**config.mk**
```make
export PLATFORM = sky130hd
export DESIGN_NAME = rrv64_axi_peri_slave_flat
export DESIGN_NICKNAME = d
export VERILOG_FILES = /design/src/rtl/rrv64_axi_peri_if.sv /design/src/rtl/rrv64_axi_peri_slave.sv /design/src/flat_wrapper.sv
export SDC_FILE = /design/constraint.sdc
export NUM_CORES = 1
export LEC_CHECK = 0
export BUFFER_PORTS_ARGS = -buffer_cell sky130_fd_sc_hd__buf_4
export CORE_AREA = 2 2 176 178
export CTS_BUF_LIST = sky130_fd_sc_hd__clkbuf_4
export DETAILED_ROUTE_END_ITERATION = 10
export DIE_AREA = 0 0 178 180
export PLACE_DENSITY = 0.59
export SKIP_CTS_REPAIR_TIMING = 1
export SLEW_MARGIN = 20
export SYNTH_ARGS = -nofsm -noshare
export SYNTH_HDL_FRONTEND = slang
export SYNTH_SLANG_ARGS = --single-unit
```
**constraint.sdc**
```tcl
create_clock -name clk -period 4.6 [get_ports clk]
set_clock_uncertainty 0.2 [all_clocks]
set_input_delay 0.46 -clock clk [delete_from_list [all_inputs] [get_ports clk]]
set_output_delay 0.46 -clock clk [all_outputs]
set_load 0.005 [all_outputs]
```
**src/rtl/rrv64_axi_peri_if.sv**
```systemverilog
// AXI4 slave-side bus plus the simple request/response backend port of the
// rrv64 peripheral responder, bundled so the top module stays compact.
interface rrv64_axi_peri_if #(
    parameter int ADDR_W = 40,
    parameter int DATA_W = 64,
    parameter int ID_W   = 4
) ();
    localparam int STRB_W = DATA_W / 8;

    // AW channel
    logic              aw_valid;
    logic              aw_ready;
    logic [ID_W-1:0]   aw_id;
    logic [ADDR_W-1:0] aw_addr;
    logic [7:0]        aw_len;
    logic [2:0]        aw_size;
    logic [1:0]        aw_burst;
    // W channel
    logic              w_valid;
    logic              w_ready;
    logic [DATA_W-1:0] w_data;
    logic [STRB_W-1:0] w_strb;
    logic              w_last;
    // B channel
    logic              b_valid;
    logic              b_ready;
    logic [ID_W-1:0]   b_id;
    logic [1:0]        b_resp;
    // AR channel
    logic              ar_valid;
    logic              ar_ready;
    logic [ID_W-1:0]   ar_id;
    logic [ADDR_W-1:0] ar_addr;
    logic [7:0]        ar_len;
    logic [2:0]        ar_size;
    logic [1:0]        ar_burst;
    // R channel
    logic              r_valid;
    logic              r_ready;
    logic [ID_W-1:0]   r_id;
    logic [DATA_W-1:0] r_data;
    logic [1:0]        r_resp;
    logic              r_last;
    // Backend
    logic              req_valid;
    logic              req_ready;
    logic              req_we;
    logic [ADDR_W-1:0] req_addr;
    logic [DATA_W-1:0] req_wdata;
    logic [STRB_W-1:0] req_wstrb;
    logic              rsp_valid;
    logic [DATA_W-1:0] rsp_rdata;
    logic              rsp_err;

    modport slave (
        input  aw_valid, aw_id, aw_addr, aw_len, aw_size, aw_burst,
        output aw_ready,
        input  w_valid, w_data, w_strb, w_last,
        output w_ready,
        output b_valid, b_id, b_resp,
        input  b_ready,
        input  ar_valid, ar_id, ar_addr, ar_len, ar_size, ar_burst,
        output ar_ready,
        output r_valid, r_id, r_data, r_resp, r_last,
        input  r_ready,
        output req_valid, req_we, req_addr, req_wdata, req_wstrb,
        input  req_ready, rsp_valid, rsp_rdata, rsp_err
    );

    modport master (
        output aw_valid, aw_id, aw_addr, aw_len, aw_size, aw_burst,
        input  aw_ready,
        output w_valid, w_data, w_strb, w_last,
        input  w_ready,
        input  b_valid, b_id, b_resp,
        output b_ready,
        output ar_valid, ar_id, ar_addr, ar_len, ar_size, ar_burst,
        input  ar_ready,
        input  r_valid, r_id, r_data, r_resp, r_last,
        output r_ready,
        input  req_valid, req_we, req_addr, req_wdata, req_wstrb,
        output req_ready, rsp_valid, rsp_rdata, rsp_err
    );
endinterface

```
**src/rtl/rrv64_axi_peri_slave.sv**
```systemverilog
// AXI4 peripheral responder: one transaction in flight, each AXI beat turned
// into a single backend request. WRAP/reserved bursts and oversized beats are
// answered with SLVERR without touching the backend.
module rrv64_axi_peri_slave #(
    parameter int ADDR_W = 40,
    parameter int DATA_W = 64,
    parameter int ID_W   = 4
) (
    input  logic                  clk,
    input  logic                  rst_n,
    rrv64_axi_peri_if.slave       bus
);
    localparam int          STRB_W      = DATA_W / 8;
    localparam logic [2:0]  MAX_SIZE    = 3'($clog2(STRB_W));
    localparam logic [1:0]  RESP_OKAY   = 2'b00;
    localparam logic [1:0]  RESP_SLVERR = 2'b10;
    localparam logic [1:0]  BURST_FIXED = 2'b00;
    localparam logic        GRANT_READ  = 1'b0;
    localparam logic        GRANT_WRITE = 1'b1;

    typedef enum logic [2:0] {
        S_IDLE    = 3'd0,
        S_WR_BEAT = 3'd1,
        S_WR_WAIT = 3'd2,
        S_WR_RESP = 3'd3,
        S_RD_REQ  = 3'd4,
        S_RD_WAIT = 3'd5,
        S_RD_DATA = 3'd6
    } state_t;

    state_t            state_q, state_d;
    logic [ID_W-1:0]   id_q, id_d;
    logic [ADDR_W-1:0] addr_q, addr_d;
    logic [7:0]        cnt_q, cnt_d;
    logic [2:0]        size_q, size_d;
    logic [1:0]        burst_q, burst_d;
    logic              bad_q, bad_d;
    logic              err_q, err_d;
    logic              grant_q, grant_d;
    logic [DATA_W-1:0] rdata_q, rdata_d;
    logic [1:0]        rresp_q, rresp_d;

    logic              grant_wr_s, grant_rd_s, last_beat_s, aw_bad_s, ar_bad_s;
    logic [ADDR_W-1:0] next_addr_s;

    // Arbitration, burst legality and address stepping shared by the FSM
    always_comb begin
        grant_wr_s  = bus.aw_valid && (!bus.ar_valid || (grant_q == GRANT_READ));
        grant_rd_s  = bus.ar_valid && !grant_wr_s;
        last_beat_s = (cnt_q == 8'd0);
        aw_bad_s    = bus.aw_burst[1] || (bus.aw_size > MAX_SIZE);
        ar_bad_s    = bus.ar_burst[1] || (bus.ar_size > MAX_SIZE);
        if (burst_q == BURST_FIXED) begin
            next_addr_s = addr_q;
        end else begin
            next_addr_s = addr_q + (ADDR_W'(1) << size_q);
        end
    end

    assign bus.b_id   = id_q;
    assign bus.r_id   = id_q;
    assign bus.b_resp = err_q ? RESP_SLVERR : RESP_OKAY;
    assign bus.r_data = rdata_q;
    assign bus.r_resp = rresp_q;

    // Next-state and handshake decode for the transaction FSM
    always_comb begin
        state_d       = state_q;
        id_d          = id_q;
        addr_d        = addr_q;
        cnt_d         = cnt_q;
        size_d        = size_q;
        burst_d       = burst_q;
        bad_d         = bad_q;
        err_d         = err_q;
        grant_d       = grant_q;
        rdata_d       = rdata_q;
        rresp_d       = rresp_q;
        bus.aw_ready  = 1'b0;
        bus.ar_ready  = 1'b0;
        bus.w_ready   = 1'b0;
        bus.b_valid   = 1'b0;
        bus.r_valid   = 1'b0;
        bus.r_last    = 1'b0;
        bus.req_valid = 1'b0;
        bus.req_we    = 1'b0;
        bus.req_addr  = '0;
        bus.req_wdata = '0;
        bus.req_wstrb = '0;
        case (state_q)
            S_IDLE: begin
                bus.aw_ready = grant_wr_s;
                bus.ar_ready = grant_rd_s;
                if (grant_wr_s) begin
                    id_d    = bus.aw_id;
                    addr_d  = bus.aw_addr;
                    cnt_d   = bus.aw_len;
                    size_d  = bus.aw_size;
                    burst_d = bus.aw_burst;
                    bad_d   = aw_bad_s;
                    err_d   = aw_bad_s;
                    state_d = S_WR_BEAT;
                end else if (grant_rd_s) begin
                    id_d    = bus.ar_id;
                    addr_d  = bus.ar_addr;
                    cnt_d   = bus.ar_len;
                    size_d  = bus.ar_size;
                    burst_d = bus.ar_burst;
                    bad_d   = ar_bad_s;
                    if (ar_bad_s) begin
                        rdata_d = '0;
                        rresp_d = RESP_SLVERR;
                        state_d = S_RD_DATA;
                    end else begin
                        state_d = S_RD_REQ;
                    end
                end else begin
                    state_d = S_IDLE;
                end
            end
            S_WR_BEAT: begin
                if (bad_q) begin
                    // Error burst: sink the data beats, never reach the backend
                    bus.w_ready = 1'b1;
                    if (bus.w_valid) begin
                        err_d = 1'b1;
                        if (last_beat_s) begin
                            state_d = S_WR_RESP;
                        end else begin
                            cnt_d = cnt_q - 8'd1;
                        end
                    end else begin
                        state_d = S_WR_BEAT;
                    end
                end else begin
                    bus.w_ready   = bus.req_ready;
                    bus.req_valid = bus.w_valid;
                    bus.req_we    = 1'b1;
                    bus.req_addr  = addr_q;
                    bus.req_wdata = bus.w_data;
                    bus.req_wstrb = bus.w_strb;
                    if (bus.w_valid && bus.req_ready) begin
                        err_d   = err_q | (bus.w_last != last_beat_s);
                        state_d = S_WR_WAIT;
                    end else begin
                        state_d = S_WR_BEAT;
                    end
                end
            end
            S_WR_WAIT: begin
                if (bus.rsp_valid) begin
                    err_d = err_q | bus.rsp_err;
                    if (last_beat_s) begin
                        state_d = S_WR_RESP;
                    end else begin
                        cnt_d   = cnt_q - 8'd1;
                        addr_d  = next_addr_s;
                        state_d = S_WR_BEAT;
                    end
                end else begin
                    state_d = S_WR_WAIT;
                end
            end
            S_WR_RESP: begin
                bus.b_valid = 1'b1;
                if (bus.b_ready) begin
                    grant_d = GRANT_WRITE;
                    err_d   = 1'b0;
                    state_d = S_IDLE;
                end else begin
                    state_d = S_WR_RESP;
                end
            end
            S_RD_REQ: begin
                bus.req_valid = 1'b1;
                bus.req_addr  = addr_q;
                if (bus.req_ready) begin
                    state_d = S_RD_WAIT;
                end else begin
                    state_d = S_RD_REQ;
                end
            end
            S_RD_WAIT: begin
                if (bus.rsp_valid) begin
                    rdata_d = bus.rsp_rdata;
                    rresp_d = bus.rsp_err ? RESP_SLVERR : RESP_OKAY;
                    state_d = S_RD_DATA;
                end else begin
                    state_d = S_RD_WAIT;
                end
            end
            S_RD_DATA: begin
                bus.r_valid = 1'b1;
                bus.r_last  = last_beat_s;
                if (bus.r_ready) begin
                    if (last_beat_s) begin
                        grant_d = GRANT_READ;
                        state_d = S_IDLE;
                    end else begin
                        cnt_d  = cnt_q - 8'd1;
                        addr_d = next_addr_s;
                        if (bad_q) begin
                            rdata_d = '0;
                            rresp_d = RESP_SLVERR;
                            state_d = S_RD_DATA;
                        end else begin
                            state_d = S_RD_REQ;
                        end
                    end
                end else begin
                    state_d = S_RD_DATA;
                end
            end
            default: begin
                state_d = S_IDLE;
            end
        endcase
    end

    // State register with synchronous active-low reset
    always_ff @(posedge clk) begin
        if (!rst_n) begin
            state_q <= S_IDLE;
            id_q    <= '0;
            addr_q  <= '0;
            cnt_q   <= 8'd0;
            size_q  <= 3'd0;
            burst_q <= 2'b00;
            bad_q   <= 1'b0;
            err_q   <= 1'b0;
            grant_q <= GRANT_READ;
            rdata_q <= '0;
            rresp_q <= RESP_OKAY;
        end else begin
            state_q <= state_d;
            id_q    <= id_d;
            addr_q  <= addr_d;
            cnt_q   <= cnt_d;
            size_q  <= size_d;
            burst_q <= burst_d;
            bad_q   <= bad_d;
            err_q   <= err_d;
            grant_q <= grant_d;
            rdata_q <= rdata_d;
            rresp_q <= rresp_d;
        end
    end
endmodule

```
**src/flat_wrapper.sv**
```systemverilog
// flat-port wrapper written by rule: the top's interface ports become plain ports
module rrv64_axi_peri_slave_flat 
#(
    parameter int ADDR_W = 40,
    parameter int DATA_W = 64,
    parameter int ID_W   = 4
)
  (clk, rst_n, bus_aw_valid, bus_aw_id, bus_aw_addr, bus_aw_len, bus_aw_size, bus_aw_burst, bus_aw_ready, bus_w_valid, bus_w_data, bus_w_strb, bus_w_last, bus_w_ready, bus_b_valid, bus_b_id, bus_b_resp, bus_b_ready, bus_ar_valid, bus_ar_id, bus_ar_addr, bus_ar_len, bus_ar_size, bus_ar_burst, bus_ar_ready, bus_r_valid, bus_r_id, bus_r_data, bus_r_resp, bus_r_last, bus_r_ready, bus_req_valid, bus_req_we, bus_req_addr, bus_req_wdata, bus_req_wstrb, bus_req_ready, bus_rsp_valid, bus_rsp_rdata, bus_rsp_err);
  rrv64_axi_peri_if #(.ADDR_W(ADDR_W), .DATA_W(DATA_W), .ID_W(ID_W)) bus_i ();
  input  logic clk;
  input  logic rst_n;
  input wire logic [$bits(bus_i.aw_valid)-1:0] bus_aw_valid;
  input wire logic [$bits(bus_i.aw_id)-1:0] bus_aw_id;
  input wire logic [$bits(bus_i.aw_addr)-1:0] bus_aw_addr;
  input wire logic [$bits(bus_i.aw_len)-1:0] bus_aw_len;
  input wire logic [$bits(bus_i.aw_size)-1:0] bus_aw_size;
  input wire logic [$bits(bus_i.aw_burst)-1:0] bus_aw_burst;
  output wire logic [$bits(bus_i.aw_ready)-1:0] bus_aw_ready;
  input wire logic [$bits(bus_i.w_valid)-1:0] bus_w_valid;
  input wire logic [$bits(bus_i.w_data)-1:0] bus_w_data;
  input wire logic [$bits(bus_i.w_strb)-1:0] bus_w_strb;
  input wire logic [$bits(bus_i.w_last)-1:0] bus_w_last;
  output wire logic [$bits(bus_i.w_ready)-1:0] bus_w_ready;
  output wire logic [$bits(bus_i.b_valid)-1:0] bus_b_valid;
  output wire logic [$bits(bus_i.b_id)-1:0] bus_b_id;
  output wire logic [$bits(bus_i.b_resp)-1:0] bus_b_resp;
  input wire logic [$bits(bus_i.b_ready)-1:0] bus_b_ready;
  input wire logic [$bits(bus_i.ar_valid)-1:0] bus_ar_valid;
  input wire logic [$bits(bus_i.ar_id)-1:0] bus_ar_id;
  input wire logic [$bits(bus_i.ar_addr)-1:0] bus_ar_addr;
  input wire logic [$bits(bus_i.ar_len)-1:0] bus_ar_len;
  input wire logic [$bits(bus_i.ar_size)-1:0] bus_ar_size;
  input wire logic [$bits(bus_i.ar_burst)-1:0] bus_ar_burst;
  output wire logic [$bits(bus_i.ar_ready)-1:0] bus_ar_ready;
  output wire logic [$bits(bus_i.r_valid)-1:0] bus_r_valid;
  output wire logic [$bits(bus_i.r_id)-1:0] bus_r_id;
  output wire logic [$bits(bus_i.r_data)-1:0] bus_r_data;
  output wire logic [$bits(bus_i.r_resp)-1:0] bus_r_resp;
  output wire logic [$bits(bus_i.r_last)-1:0] bus_r_last;
  input wire logic [$bits(bus_i.r_ready)-1:0] bus_r_ready;
  output wire logic [$bits(bus_i.req_valid)-1:0] bus_req_valid;
  output wire logic [$bits(bus_i.req_we)-1:0] bus_req_we;
  output wire logic [$bits(bus_i.req_addr)-1:0] bus_req_addr;
  output wire logic [$bits(bus_i.req_wdata)-1:0] bus_req_wdata;
  output wire logic [$bits(bus_i.req_wstrb)-1:0] bus_req_wstrb;
  input wire logic [$bits(bus_i.req_ready)-1:0] bus_req_ready;
  input wire logic [$bits(bus_i.rsp_valid)-1:0] bus_rsp_valid;
  input wire logic [$bits(bus_i.rsp_rdata)-1:0] bus_rsp_rdata;
  input wire logic [$bits(bus_i.rsp_err)-1:0] bus_rsp_err;
  assign bus_i.aw_valid = bus_aw_valid;
  assign bus_i.aw_id = bus_aw_id;
  assign bus_i.aw_addr = bus_aw_addr;
  assign bus_i.aw_len = bus_aw_len;
  assign bus_i.aw_size = bus_aw_size;
  assign bus_i.aw_burst = bus_aw_burst;
  assign bus_aw_ready = bus_i.aw_ready;
  assign bus_i.w_valid = bus_w_valid;
  assign bus_i.w_data = bus_w_data;
  assign bus_i.w_strb = bus_w_strb;
  assign bus_i.w_last = bus_w_last;
  assign bus_w_ready = bus_i.w_ready;
  assign bus_b_valid = bus_i.b_valid;
  assign bus_b_id = bus_i.b_id;
  assign bus_b_resp = bus_i.b_resp;
  assign bus_i.b_ready = bus_b_ready;
  assign bus_i.ar_valid = bus_ar_valid;
  assign bus_i.ar_id = bus_ar_id;
  assign bus_i.ar_addr = bus_ar_addr;
  assign bus_i.ar_len = bus_ar_len;
  assign bus_i.ar_size = bus_ar_size;
  assign bus_i.ar_burst = bus_ar_burst;
  assign bus_ar_ready = bus_i.ar_ready;
  assign bus_r_valid = bus_i.r_valid;
  assign bus_r_id = bus_i.r_id;
  assign bus_r_data = bus_i.r_data;
  assign bus_r_resp = bus_i.r_resp;
  assign bus_r_last = bus_i.r_last;
  assign bus_i.r_ready = bus_r_ready;
  assign bus_req_valid = bus_i.req_valid;
  assign bus_req_we = bus_i.req_we;
  assign bus_req_addr = bus_i.req_addr;
  assign bus_req_wdata = bus_i.req_wdata;
  assign bus_req_wstrb = bus_i.req_wstrb;
  assign bus_i.req_ready = bus_req_ready;
  assign bus_i.rsp_valid = bus_rsp_valid;
  assign bus_i.rsp_rdata = bus_rsp_rdata;
  assign bus_i.rsp_err = bus_rsp_err;
  rrv64_axi_peri_slave #(.ADDR_W(ADDR_W), .DATA_W(DATA_W), .ID_W(ID_W)) u_core (.clk(clk), .rst_n(rst_n), .bus(bus_i));
endmodule
```
== After elaboration in Yosys (flattened, before gate mapping) ==
Index checks and enable logic that the tools add are counted.
Storage, ports and cells
  logic and storage cells: 151
  register bits after elaboration: 129
  output and inout port bits: 196
Cells by class
  bitwise logic cells: 3
  shifts and indexed selects: 1
  mux-type cells: 85
  reduce and logical (&&, ||, !) cells: 23
  equal/unequal tests: 24
  magnitude comparators: 2
  $add $sub $neg: 2
Operator list (count)
  2-to-1 mux 64 bit: 9
  2-to-1 mux 40 bit: 7
  case mux 64 bit (3 select lines): 1
  case mux 40 bit (3 select lines): 1
  case mux 40 bit (2 select lines): 1
  2-to-1 mux 8 bit: 9
  adder 40 bit: 1
  left shift 1 x 3 -> 40 bit, first input constant: 1
  2-to-1 mux 2 bit: 18
  case mux 8 bit (4 select lines): 1
  2-to-1 mux 3 bit: 9
  2-to-1 mux 1 bit: 22
  case mux 3 bit (7 select lines): 1
  != test 2 bit, second input constant: 7
  != test 2 x 1 -> 1 bit, second input constant: 6
  AND reduction 6 bit: 2
  equality test 3 bit, second input constant: 3
  zero test 8 bit: 1
  2-to-1 mux 4 bit: 2
  AND reduction 4 bit: 2
  AND reduction 8 bit: 1
  nonzero test 4 bit: 2
  subtractor 8 x 1 -> 8 bit, second input constant: 1
  equality test 3 x 2 -> 1 bit, second input constant: 2
  other kinds (19): 30

== Longest topological paths before layout ==
  word-level depth: 8
  mapped depth: 11
  gate-level depth less buffers: 9

== Worst setup path after synthesis ==
OpenSTA, ideal clock, no wires.
  path kind: reg-to-reg
  from: reg u_core.size_q[0]
  to: reg u_core.addr_q[36]
  cell stages (with the launch flop): 11
  clock period less this slack: 2.815 ns
  setup slack: 1.785 ns
  setup time: 0.118 ns
  arrival: 2.497 ns
  path through: dfxtp_1 > clkbuf_1 > nor3b_1 > fa_1 > a211oi_1 > o21a_4 > a2111oi_4 > buf_6 > nand3_1 > or2_2 > o2111a_1
On the way
  longest elaborated chain between the ends: 6
  elaborated cells on any way between the ends: 7
  those cells by class: add/sub: 1; shift: 1; mux: 5
RTL lines
  start: declaration: RTL line rrv64_axi_peri_slave.sv:35  | logic [2:0] size_q, size_d;
  start signal: assignment: RTL line rrv64_axi_peri_slave.sv:239  | size_q <= size_d;
  left shift 1 x 3 -> 40 bit *: RTL line rrv64_axi_peri_slave.sv:56  | next_addr_s = addr_q + (ADDR_W'(1) << size_q);
  adder 40 bit *: RTL line rrv64_axi_peri_slave.sv:56
  2-to-1 mux 40 bit *: RTL line rrv64_axi_peri_slave.sv:53  | if (burst_q == BURST_FIXED) begin
  2-to-1 mux 40 bit *: RTL line rrv64_axi_peri_slave.sv:153, rrv64_axi_peri_slave.sv:196
  2-to-1 mux 40 bit, on equally long branches: RTL line rrv64_axi_peri_slave.sv:195, rrv64_axi_peri_slave.sv:151
  case mux 40 bit (3 select lines) *: RTL line rrv64_axi_peri_slave.sv:90  | case (state_q)
  end signal: assignment: RTL line rrv64_axi_peri_slave.sv:237  | addr_q <= addr_d;
  end: declaration: RTL line rrv64_axi_peri_slave.sv:33  | logic [ADDR_W-1:0] addr_q, addr_d;
Mark *: on every way between the ends. The rest lies on a longest branch, timed or not. The select of a mux whose other input is x is not followed.
A chain may end at the register's enable or synchronous reset.

== Worst setup path in the final report ==
  from: reg u_core.state_q[2]
  to: out bus_req_addr[1]
On the way
  longest elaborated chain between the ends: 2
  elaborated cells on any way between the ends: 3
  those cells by class: eq/ne: 2; mux: 1
RTL lines
  start: declaration: RTL line rrv64_axi_peri_slave.sv:31  | state_t state_q, state_d;
  start signal: assignment: RTL line rrv64_axi_peri_slave.sv:235  | state_q <= state_d;
  equality test 3 bit / equality test 3 x 1 -> 1 bit (equally long branches): RTL line rrv64_axi_peri_slave.sv:90
  case mux 40 bit (2 select lines) *: RTL line rrv64_axi_peri_slave.sv:90
  end: declaration: RTL line flat_wrapper.sv:43  | output wire logic [$bits(bus_i.req_addr)-1:0] bus_req_addr;
Mark *: on every way between the ends. The rest lies on a longest branch, timed or not.

==> impl_metrics.ini <==
[run_status]
status = completed

[power]
sequentialPowerShare_pct = 31.3
internal-power_w = 0.00284
clockPowerShare_pct = 16.0
peakVddDrop_v = 0.000247
p_leak_nw = 5.88
swShare_pct = 47.3
pwr_density_cell_nw_per_um2 = 414
combinationalPowerShare_pct = 52.7
p_sw_w = 0.00255

[grt]
antenna_found_initial = 6
grt_usage_pct = 23.0
grt_pass1_wl_mm = 56.7
grt_max_degree = 86
overflow = 0
grt_pass1_vias = 9474

[route]
avgViaCountPerCell = 5.13
ant_nets = 0
wirelength_mm = 39.2
drc = 0
dr_total_vias = 10500
wl_per_cell_um = 19.2
drt_iter0_drc = 781
firstDrtPassIters = 6

[floorplanning]
die_w_um = 178
core_area_um2 = 30200
die_y_um = 180
die_area_um2 = 32000
fp-row-count = 64
start_util_pct = 27.4
ioPinCount = 457

[logic_synthesis]
ys_seq_elements = 128
synth_common_cells = nand2_1, a21oi_1, dfxtp_1, nand3_1, and3_1
syn_avg_cell_area_um2 = 7.06
netlist_top_cells_area = dfxtp_1, nand2_1, a21oi_1
ys_warn_count = 0
synthArstFlopShare_pct = 0
synth_edf_count = 0
yosysMostFrequentCell = nand2_1
synthDistinctLibCells = 81
syn_area_um2 = 8280
ys_seq_area_share_pct = 30.9
synthCells = 1173
ys.flop_type = dfxtp_1
synth.largest_area_cell = dfxtp_1
yosysTopAreaCellShare_pct = 30.9

[clock_network]
clock_sinks = 128
cts-htree-levels = 4
ctsLongestPathBuffers = 2
clockRootBuffer = clkbuf_4
cts_buffers = 17
cts_tree = done
clk_pin_slew_worst_paths_ps = 140
clk-insertion-delay-late_ps = 560

[finish]
multi_input_area_um2 = 5230
post-route-util_pct = 43.1
syn_to_final_growth_pct = 57.0
fin_nets = 1903
register_area_um2 = 2560
drive_gt1_share_pct = 32.8
n_fill_cell = 3077

[sta]
tightest_slew_ps = 1020
max-slew-margin-rel_pct = 31.7
setup-tns-final_ps = 0
post-route-period-util_pct = 75.0
hold_viol = 0
rsz0062_at_grt = false
final_max_slew_viol_count = 0
fin_crit_ps = 3450
setup_viol = 0
timing.fmax_mhz = 290

[critical_path]
critPathLaunchType = register
slowest_stage = dfxtp_1
cp.required_ps = 3940
critPathKind = register to output pin
end_kind = output pin
reg2reg_from = u_core.size_q[0]
reg2reg_depth = 8
path_cells = nand2b_1 > nor2_1 > nor2_1 > nor2_2 > buf_4 > and2_1 > buf_4
r2r-end = u_core.addr_q[38]
cpPeakStageDelay_ps = 850
reg2reg_slack_ps = 1250
arrival_ps = 2790
crit_end = bus_req_addr[1]
crit_start = u_core.state_q[2]
path_max_fanout = 37

[job]
maxCapViolCount = 0

[min_path]
hp-class = input port to register

[placed_design]
gp_congestion = 0.908
dp_hpwl_mm = 29.2
io_buffers = 454
cell families (layout without fill, tap and decap cells):
kind of cell	after synthesis	count (layout)	synth area share, %
XOR/XNOR	6	6	0.634
buffers and inverters	125	596	6.77
adder cells (fa/ha/maj)	10	10	1.60
AO/OA/AOI/OAI	293	293	21.9
flip-flops	128	128	30.9
other	1	8	0.0453
multiplexers	25	25	3.08
AND/OR/NAND/NOR	585	585	35.0
flip-flops by register name (all words and copies together) (netlist names):
register and cells:
u_core.addr_q 40, u_core.bus.b_id 4, u_core.cnt_q 8, u_core.bus.r_data 64, u_core.state_q 3, u_core.bus.r_resp 1
u_core.bad_q 1, u_core.burst_q 2, u_core.err_q 1, u_core.grant_q 1, u_core.size_q 3
final cells by class:
class / instances / share of cell area [%]
clock buffer: 17 / 0.981
clock inverter: 15 / 1.30
sequential: 128 / 19.7
tap: 396 / 3.81
multi-input combinational: 921 / 40.2
timing repair buffer: 552 / 33.6
inverter: 12 / 0.356
antenna: 6 / 0.115
layout by cell type, fill, tap and decap left out, types with 32 or more instances in the layout:
cell           synthesis  routed
nor2_1                51      48
a21oi_1              143     143
nand3_1              112     112
and2_1                46      45
o21ai_0               32      32
dlygate4sd3_1          0      82
and3_1                81      81
nor3_1                37      37
dfxtp_1              128     128
buf_4                 13     469
nand2_1              202     202
per-stage QoR:
step	instance area, µm²	worst slack, ps	hold WS [ps]	power [W]	std cells
after floorplan	8290	1790	248	0.00332	1174
after global placement	11900	1360	239	0.00437	1926
after detailed placement	11900	1270	243	0.00441	1926
after CTS	12100	1110	-114	0.00527	1958
after global routing	13000	910	0.343	0.00578	2046
final	13000	1150	25.3	0.00538	2047
routing by layer:
metal  vias to the layer above  wire [µm]  GRT usage [%]
met5                         -          0              0
met4                         0       1010           8.49
met3                        47       2750           4.70
met2                       446      20100           40.6
met1                      4913      15400           27.3
li1                       5104          -              -
worst max-delay path: cells and delay by family, from the launching register on:
kind | cells | cell delay, ps
AND/OR/NAND/NOR | 5 | 1010
flip-flops | 1 | 850
buffers and inverters | 2 | 390
how the worst min path moves through the flow:
stage	start	endpoint	slack (ps)	cells past startpoint
after floorplan	u_core.bus.r_data[0]	u_core.bus.r_data[0]	250	2
after global placement	u_core.bus.r_data[48]	u_core.bus.r_data[48]	240	2
after detailed placement	u_core.bus.r_data[29]	u_core.bus.r_data[29]	240	2
after CTS	bus_rsp_rdata[58]	u_core.bus.r_data[58]	-110	3
after global routing	bus_ar_id[1]	u_core.bus.b_id[1]	0.3	3
final	bus_ar_id[1]	u_core.bus.b_id[1]	30	3
power by group through the flow:
stage                     combinational [W]  sequential (W)  clock, W
after floorplan                     0.00181         0.00151         0
final                               0.00284         0.00169  0.000863
after detailed placement            0.00271         0.00170         0
after global placement              0.00268         0.00169         0
after CTS                           0.00272         0.00168  0.000881
after global routing                0.00311         0.00173  0.000935
(Power assumes the default switching activity.)
